File: config.mk
export PLATFORM = sky130hd
export DESIGN_NAME = stopwatch_ctrl
export DESIGN_NICKNAME = d
export VERILOG_FILES = /design/src/rtl/stopwatch_ctrl.sv
export SDC_FILE = /design/constraint.sdc
export NUM_CORES = 1
export LEC_CHECK = 0
export ABC_AREA = 0
export CELL_PAD_IN_SITES_DETAIL_PLACEMENT = 1
export CELL_PAD_IN_SITES_GLOBAL_PLACEMENT = 1
export CORE_ASPECT_RATIO = 0.7
export CORE_MARGIN = 4
export CORE_UTILIZATION = 43
export CTS_CLUSTER_DIAMETER = 60
export DETAILED_ROUTE_END_ITERATION = 10
export PLACE_DENSITY_LB_ADDON = 0.05
export SLEW_MARGIN = 20
export SYNTH_ARGS = -nofsm -noshare
export SYNTH_HDL_FRONTEND = slang
export SYNTH_SLANG_ARGS = --single-unit
export TNS_END_PERCENT = 1
File: constraint.sdc
create_clock -name i_clk -period 2.25 [get_ports i_clk]
set_input_delay 0.3375 -clock i_clk [delete_from_list [all_inputs] [get_ports i_clk]]
set_output_delay 0.3375 -clock i_clk [all_outputs]
set_load 0.01 [all_outputs]
File: src/rtl/stopwatch_ctrl.sv
// Stopwatch controller: IDLE/RUN/PAUSE sequencing, ms/sec/min/hour time cascade,
// and a lap-freeze display snapshot.
//
// state | meaning
// IDLE  | time zeroed, counter disabled, waiting for start
// RUN   | millisecond counter enabled, time advances on i_ms_pulse
// PAUSE | time held, display still reflects held value
module stopwatch_ctrl #(
  parameter int P_HOUR_WRAP = 24
) (
  input  logic       i_clk,
  input  logic       i_rstn,
  input  logic       i_start_stop,
  input  logic       i_clear,
  input  logic       i_lap,
  input  logic       i_ms_pulse,
  output logic       o_cnt_enable,
  output logic       o_running,
  output logic       o_frozen,
  output logic [9:0] o_ms,
  output logic [5:0] o_sec,
  output logic [5:0] o_min,
  output logic [4:0] o_hour,
  output logic [1:0] o_state
);

  typedef enum logic [1:0] {
    S_IDLE  = 2'b00,
    S_RUN   = 2'b01,
    S_PAUSE = 2'b10
  } state_t;

  localparam logic [9:0] MS_MAX   = 10'd999;
  localparam logic [5:0] SEC_MAX  = 6'd59;
  localparam logic [5:0] MIN_MAX  = 6'd59;
  localparam logic [4:0] HOUR_MAX = 5'(P_HOUR_WRAP - 1);

  state_t     state_q, state_d;
  logic       armed_q;
  logic       cnt_en_q, running_q;
  logic       frozen_q, frozen_d;
  logic [9:0] ms_q, ms_d;
  logic [5:0] sec_q, sec_d;
  logic [5:0] min_q, min_d;
  logic [4:0] hour_q, hour_d;
  logic [9:0] disp_ms_q, disp_ms_d;
  logic [5:0] disp_sec_q, disp_sec_d;
  logic [5:0] disp_min_q, disp_min_d;
  logic [4:0] disp_hour_q, disp_hour_d;

  logic start_ev, clear_ev, lap_ev, tick_ev;
  logic in_run;

  // The first edge after reset release only arms the block; all inputs are gated until then.
  assign start_ev = i_start_stop & armed_q;
  assign clear_ev = i_clear      & armed_q;
  assign lap_ev   = i_lap        & armed_q;
  assign tick_ev  = i_ms_pulse   & armed_q;
  assign in_run   = (state_q == S_RUN);

  always_ff @(posedge i_clk or negedge i_rstn) begin
    if (!i_rstn) begin
      armed_q <= 1'b0;
    end else begin
      armed_q <= 1'b1;
    end
  end

  always_ff @(posedge i_clk or negedge i_rstn) begin
    if (!i_rstn) begin
      state_q   <= S_IDLE;
      cnt_en_q  <= 1'b0;
      running_q <= 1'b0;
    end else begin
      state_q   <= state_d;
      cnt_en_q  <= (state_d == S_RUN);
      running_q <= (state_d == S_RUN);
    end
  end

  always_comb begin
    state_d = state_q;
    case (state_q)
      S_IDLE:  if (start_ev) state_d = S_RUN;
      S_RUN:   if (start_ev) state_d = S_PAUSE;
      S_PAUSE: if (start_ev) state_d = S_RUN;
      default: state_d = S_IDLE;
    endcase
    if (clear_ev) begin
      state_d = S_IDLE;
    end
  end

  // Full carry cascade resolves in one edge.
  always_comb begin
    ms_d   = ms_q;
    sec_d  = sec_q;
    min_d  = min_q;
    hour_d = hour_q;
    if (clear_ev) begin
      ms_d   = '0;
      sec_d  = '0;
      min_d  = '0;
      hour_d = '0;
    end else if (in_run && tick_ev) begin
      if (ms_q != MS_MAX) begin
        ms_d = ms_q + 10'd1;
      end else begin
        ms_d = '0;
        if (sec_q != SEC_MAX) begin
          sec_d = sec_q + 6'd1;
        end else begin
          sec_d = '0;
          if (min_q != MIN_MAX) begin
            min_d = min_q + 6'd1;
          end else begin
            min_d = '0;
            if (hour_q != HOUR_MAX) begin
              hour_d = hour_q + 5'd1;
            end else begin
              hour_d = '0;
            end
          end
        end
      end
    end
  end

  always_ff @(posedge i_clk or negedge i_rstn) begin
    if (!i_rstn) begin
      ms_q   <= '0;
      sec_q  <= '0;
      min_q  <= '0;
      hour_q <= '0;
    end else begin
      ms_q   <= ms_d;
      sec_q  <= sec_d;
      min_q  <= min_d;
      hour_q <= hour_d;
    end
  end

  // Freeze captures post-increment time; unfreeze holds one edge, then tracks with one-cycle lag.
  always_comb begin
    frozen_d    = frozen_q;
    disp_ms_d   = disp_ms_q;
    disp_sec_d  = disp_sec_q;
    disp_min_d  = disp_min_q;
    disp_hour_d = disp_hour_q;
    if (clear_ev) begin
      frozen_d    = 1'b0;
      disp_ms_d   = '0;
      disp_sec_d  = '0;
      disp_min_d  = '0;
      disp_hour_d = '0;
    end else if (in_run && lap_ev) begin
      frozen_d = ~frozen_q;
      if (!frozen_q) begin
        disp_ms_d   = ms_d;
        disp_sec_d  = sec_d;
        disp_min_d  = min_d;
        disp_hour_d = hour_d;
      end
    end else if (!frozen_q) begin
      disp_ms_d   = ms_q;
      disp_sec_d  = sec_q;
      disp_min_d  = min_q;
      disp_hour_d = hour_q;
    end
  end

  always_ff @(posedge i_clk or negedge i_rstn) begin
    if (!i_rstn) begin
      frozen_q    <= 1'b0;
      disp_ms_q   <= '0;
      disp_sec_q  <= '0;
      disp_min_q  <= '0;
      disp_hour_q <= '0;
    end else begin
      frozen_q    <= frozen_d;
      disp_ms_q   <= disp_ms_d;
      disp_sec_q  <= disp_sec_d;
      disp_min_q  <= disp_min_d;
      disp_hour_q <= disp_hour_d;
    end
  end

  assign o_cnt_enable = cnt_en_q;
  assign o_running    = running_q;
  assign o_frozen     = frozen_q;
  assign o_ms         = disp_ms_q;
  assign o_sec        = disp_sec_q;
  assign o_min        = disp_min_q;
  assign o_hour       = disp_hour_q;
  assign o_state      = state_q;

endmodule

-- Yosys cells after proc, flatten, opt, wreduce, memory -nomap -nowiden
Index checks and enable logic that the tools add are counted.
- register bits after elaboration: 59
- input bits: 6
- output and inout port bits: 32
- logic and storage cells: 74
- $add $sub $neg: 4
- eq/ne operators: 8
- mux-type cells: 40
- bitwise operators: 5
- reduce and logical (&&, ||, !) cells: 5
- operators with widths (kind ; count):
    6-bit two-way mux ; 17
    10-bit two-way mux ; 7
    5-bit two-way mux ; 10
    6-bit by 1-bit adder with 6-bit output (second input constant) ; 2
    6-bit != test (second input constant) ; 2
    10-bit by 1-bit adder with 10-bit output (second input constant) ; 1
    10-bit != test (second input constant) ; 1
    2-bit two-way mux ; 3
    5-bit by 1-bit adder with 5-bit output (second input constant) ; 1
    5-bit != test (second input constant) ; 1
    1-bit AND ; 4
    2-bit by 1-bit equality test with 1-bit output (second input constant) ; 2
    2-bit one-hot mux with 2 select lines ; 1
    2-bit equality test (second input constant) ; 1
    1-bit logical AND ; 2
    2-bit logical NOT ; 1
    1-bit two-way mux ; 2
    2-bit by 1-bit != test with 1-bit output (second input constant) ; 1
    2-bit nonzero test ; 1
    2-bit OR reduction ; 1
    1-bit NOT ; 1

-- Depth between registers and ports, before layout
- depth in word-level cells: 10
- mapped depth: 7
- mapped depth without buffers: 6

-- Least setup slack after synthesis
Ideal clock, no wire load.
- kind: register to register
- start point: register state_q[1] (netlist: o_state[1])
- end point: register disp_ms_q[7] (netlist: o_ms[7])
- library setup time: 82 ps
- arrival: 1892 ps
- data required time: 2168 ps
- slack: 276 ps
- stages on the path, launching flop included: 6
- path buffers: 0
- clock period less this slack: 1974 ps
- path through: dfrtp_1 > and4b_4 > nand2_1 > or4_4 > or3_1 > a31oi_1
- word-level cells in the longest chain between the ends: 7
- elaborated cells on any way between the ends: 8
- those cells by class: eq/ne (1); mux (5); reduce/logical (2)
- ends and longest elaborated chain (item ; RTL line ; RTL):
    start: declaration ; 38 ; state_t state_q, state_d;
    start signal: assignment ; 75 ; state_q <= state_d;
    2-bit by 1-bit equality test with 1-bit output (*) ; 59 ; assign in_run = (state_q == S_RUN);
    1-bit logical AND ; 105 ; end else if (in_run && tick_ev) begin
    10-bit two-way mux ; 105 ;
    10-bit two-way mux ; 100 ; if (clear_ev) begin
    10-bit two-way mux ; 158 ; if (!frozen_q) begin
    10-bit two-way mux (*) ; 156 ; end else if (in_run && lap_ev) begin
    10-bit two-way mux (*) ; 150 ; if (clear_ev) begin
    end signal: assignment ; 181 ; disp_ms_q <= disp_ms_d;
    end: declaration ; 46 ; logic [9:0] disp_ms_q, disp_ms_d;
Mark *: on every way between the ends. The rest lies on a longest branch, timed or not. The select of a mux whose other input is x is not followed.
A chain may end at the register's enable or synchronous reset.

-- Worst setup path in the final report
- start point: register min_q[0]
- end point: register hour_q[4]
- word-level cells in the longest chain between the ends: 6
- ends and longest elaborated chain (item ; RTL line ; RTL):
    start: declaration ; 44 ; logic [5:0] min_q, min_d;
    start signal: assignment ; 138 ; min_q <= min_d;
    6-bit != test ; 114 ; if (min_q != MIN_MAX) begin
    5-bit two-way mux ; 114 ;
    5-bit two-way mux ; 110 ; if (sec_q != SEC_MAX) begin
    5-bit two-way mux ; 106 ; if (ms_q != MS_MAX) begin
    5-bit two-way mux ; 105 ;
    5-bit two-way mux ; 100 ;
    net hour_d[4] ; 45 ; logic [4:0] hour_q, hour_d;
    end signal: assignment ; 139 ; hour_q <= hour_d;
    end: declaration ; 45 ;
The timed path passes the listed nets, and every way through them passes these cells.

==> reports/qor.csv <==
stage;metric;value;unit
run_status;status;complete, no violations;
critical_path;reg2reg_depth;6;
clock_tree;cts.sinks;59;
drt;initialDrtViolationCount;139;
drt;num_vias;3011;
clock_tree;cts-buffers-inserted;9;
critical_path;critPathCapture;hour_q[4];
clock_tree;clk_pin_slew;70;ps
cells_and_area;multi_input_area;1680;um2
critical_path;reg2reg_from;min_q[0];
cells_and_area;layout.nets;436;
critical_path;critical_path_class;reg -> reg;
yosys;synth_fp_nets;359;
timing;finalCriticalPeriod;2160;ps
placement;port_buffers;37;
floorplanning;die_area;9060;um2
clock_tree;cts_tree;built;
cells_and_area;n_fill_cell;849;
pwr;switchingPower;0.654;mW
timing;rsz0062_at_grt;true;
global_route;antenna_found_initial;0;
floorplanning;placementRows;26;
pwr;intPower;1.70;mW
critical_path;critical_path_arrival;2390;ps
pwr;p_comb_frac;0.157;
cells_and_area;layout-drive-gt1-share;0.202;
placement;dp_hpwl;7140;um
pwr;clock_power_share;0.356;
timing;hold_violations;0;
critical_path;r2r-end;hour_q[4];
yosys;synthCells;349;
critical_path;crit_fanout;9;
yosys;synth_area_per_cell;9.34;um2
pwr;pwr-share-seq;0.487;
yosys;ys_ff_latch;59;
global_route;grt_use_total;0.233;
global_route;grt_max_degree;38;
flow_run;maxCapViolCount;0;
clock_tree;htreeDepth;3;
floorplanning;core;7320;um2
pwr;p_sw_frac;0.278;
pwr;powerDensity;557;nW/um2
drt;postRouteAntennaNets;0;
yosys;async_flop_share;1.00;
clock_tree;clk_path_buf_depth;2;
timing;drv_slew;0;
floorplanning;start_util;0.445;
placement;gp_congestion;0.870;
timing;finClkSkew;6.91;ps
pwr;max-vdd-ir-drop;0.000370;V
timing;setup_viol;0;
pwr;leakagePower;1.77;nW
global_route;gr-total-overflow;0;
floorplanning;die_y;80.8;um
critical_path;r2r_setup_slack;90;ps
timing;period_share;0.958;
cells_and_area;final_common_cell;dfrtp_1;
yosys;synthFlopType;dfrtp_1;
yosys;yosysWarnings;0;
timing;setup_slack;93.9;ps
clock_tree;clock_latency;340;ps
critical_path;setup.worst_path.start;min_q[0];
cells_and_area;layout_common_cells;58 x dfrtp_1, 50 x buf_4, 39 x nor2_1;
drt;routedWlPerCell;18.7;um
yosys;synth_edf_count;0;
yosys;synth_cell_types;57;
drt;via_per_inst;5.70;
timing;whs;517;ps
cells_and_area;ff_latch_area;1480;um2
floorplanning;ios;38;
critical_path;cp.required;2480;ps
cells_and_area;num_antenna_cells;0;
yosys;synth.cell_area;3260;um2
placement;post-place-ws;-217;ps
timing;max_freq;0.464;GHz
drt;dr.pass1.iters;4;
timing;slew_headroom;0.631;
timing;worst_slew_pin_slew;553;ps
drt;wl;9880;um
critical_path;cp-end-kind;flip-flop;
cells_and_area;area_growth;29.7;%
global_route;grt_pass1_wl;16700;um
floorplanning;die-width;112;um
drt;drc;0;
critical_path;critPathLaunchType;flip-flop;
min_path;hp-class;in -> async;
clock_tree;cts_root_buf;clkbuf_8;
global_route;grt_pass1_vias;3129;
yosys;synth_seq_area_share;0.453;
-- cell families (layout without fill, tap and decap cells) --
kind of cell,after synthesis,after routing,synth area share
AO/OA/AOI/OAI,96,96,0.183
XOR/XNOR,15,15,0.0403
adder cells (fa/ha/maj),4,4,0.0154
buffers and inverters,28,109,0.0426
flip-flops,59,59,0.453
multiplexers,9,9,0.0277
other,1,1,0.00115
AND/OR/NAND/NOR,137,137,0.237
-- power by group through the flow --
stage	Combinational, mW	Clock (mW)	Sequential [mW]
after CTS	0.374	0.862	1.15
after detailed placement	0.371	0	1.17
after global placement	0.365	0	1.16
after floorplan	0.152	0	1.18
after global routing	0.407	0.928	1.15
final	0.370	0.839	1.15
-- repair_timing --
action	4_1_cts	5_1_grt
setup endpoints to repair	1	10
resized for setup	2	5
setup buffers	1	0
cloned	0	0
hold buffers	1	0
hold endpoints to repair	22	0
-- per-stage QoR --
| stage | cells | cell area (um2) | setup TNS (ps) | util | power (mW) |
|---|---|---|---|---|---|
| 2_1_floorplan | 349 | 3260 | 0 | - | 1.33 |
| 3_3_place_gp | 511 | 4010 | -1930 | 0.548 | 1.53 |
| 3_5_place_dp | 511 | 4010 | -3620 | 0.548 | 1.54 |
| 4_1_cts | 528 | 4190 | 0 | 0.573 | 2.38 |
| 5_1_grt | 528 | 4230 | -41.3 | 0.577 | 2.49 |
| 6_report | 528 | 4230 | 0 | 0.577 | 2.35 |
-- cell type report --
cell class / instances / share of cell area
clock buffers: 12 / 0.0343
clock inverters: 3 / 0.00355
inverters: 5 / 0.00444
multi-input cells: 262 / 0.397
flip-flops and latches: 59 / 0.350
well taps: 98 / 0.0290
repair buffers: 89 / 0.182
-- routing by layer --
layer	up-vias	wire length, um	GRT usage
li1	1439	-	-
met1	1509	4980	0.340
met2	57	4440	0.356
met3	6	387	0.0484
met4	0	76	0.0624
met5	-	0	0
-- synth_stat cells, types with 2 or more instances --
cell / number / area (um2)
dfrtp_1: 59 / 1480
nor2_1: 39 / 146
a21oi_1: 36 / 180
nand2_1: 32 / 120
o21ai_0: 25 / 125
nand3_1: 15 / 75.1
clkbuf_1: 12 / 45.0
mux2i_1: 9 / 90.1
xnor2_1: 9 / 78.8
a31oi_1: 8 / 50.1
nand4_1: 6 / 37.5
nor3_1: 6 / 30.0
xor2_1: 6 / 52.6
and3_1: 5 / 31.3
buf_4: 4 / 30.0
ha_1: 4 / 50.1
nor4_1: 4 / 25.0
o22ai_1: 4 / 25.0
or3_1: 4 / 25.0
or4_1: 4 / 30.0
a211oi_1: 3 / 22.5
a311oi_1: 3 / 26.3
buf_2: 3 / 15.0
inv_1: 3 / 11.3
o41ai_1: 3 / 26.3
a41oi_1: 2 / 17.5
and2_1: 2 / 12.5
and4_1: 2 / 17.5
buf_1: 2 / 7.51
buf_6: 2 / 22.5
nand2b_1: 2 / 12.5
nand4bb_1: 2 / 22.5
nor4_4: 2 / 42.5
o21a_1: 2 / 15.0
o31a_1: 2 / 17.5
or4_4: 2 / 22.5
-- registers in the layout (all words and copies together), names as in the netlist --
register and count:
armed_q 1, min_q 6, sec_q 6, o_sec 6, hour_q 5, o_state 2
o_ms 10, o_frozen 1, o_running 1, ms_q 10, o_hour 5, o_min 6
-- critical path, stage by stage, from the launching register on --
cell and delay [ps]:
dfrtp_1 420, ha_1 200, nand2_1 70, or3_1 570, nor4_1 490, mux2i_1 240, nor2_1 60
-- worst min path at each step --
stage | startpoint | endpoint | slack, ps | cells after the start
final | i_rstn | o_ms[8] | 520 | 2
after global routing | o_ms[3] | o_ms[3] | 560 | 2
after CTS | i_rstn | o_ms[8] | 530 | 2
after detailed placement | i_rstn | o_ms[8] | 360 | 1
after global placement | i_rstn | o_ms[8] | 350 | 1
after floorplan | i_rstn | armed_q | 40 | 0
Power figures use the tool's default switching activity.
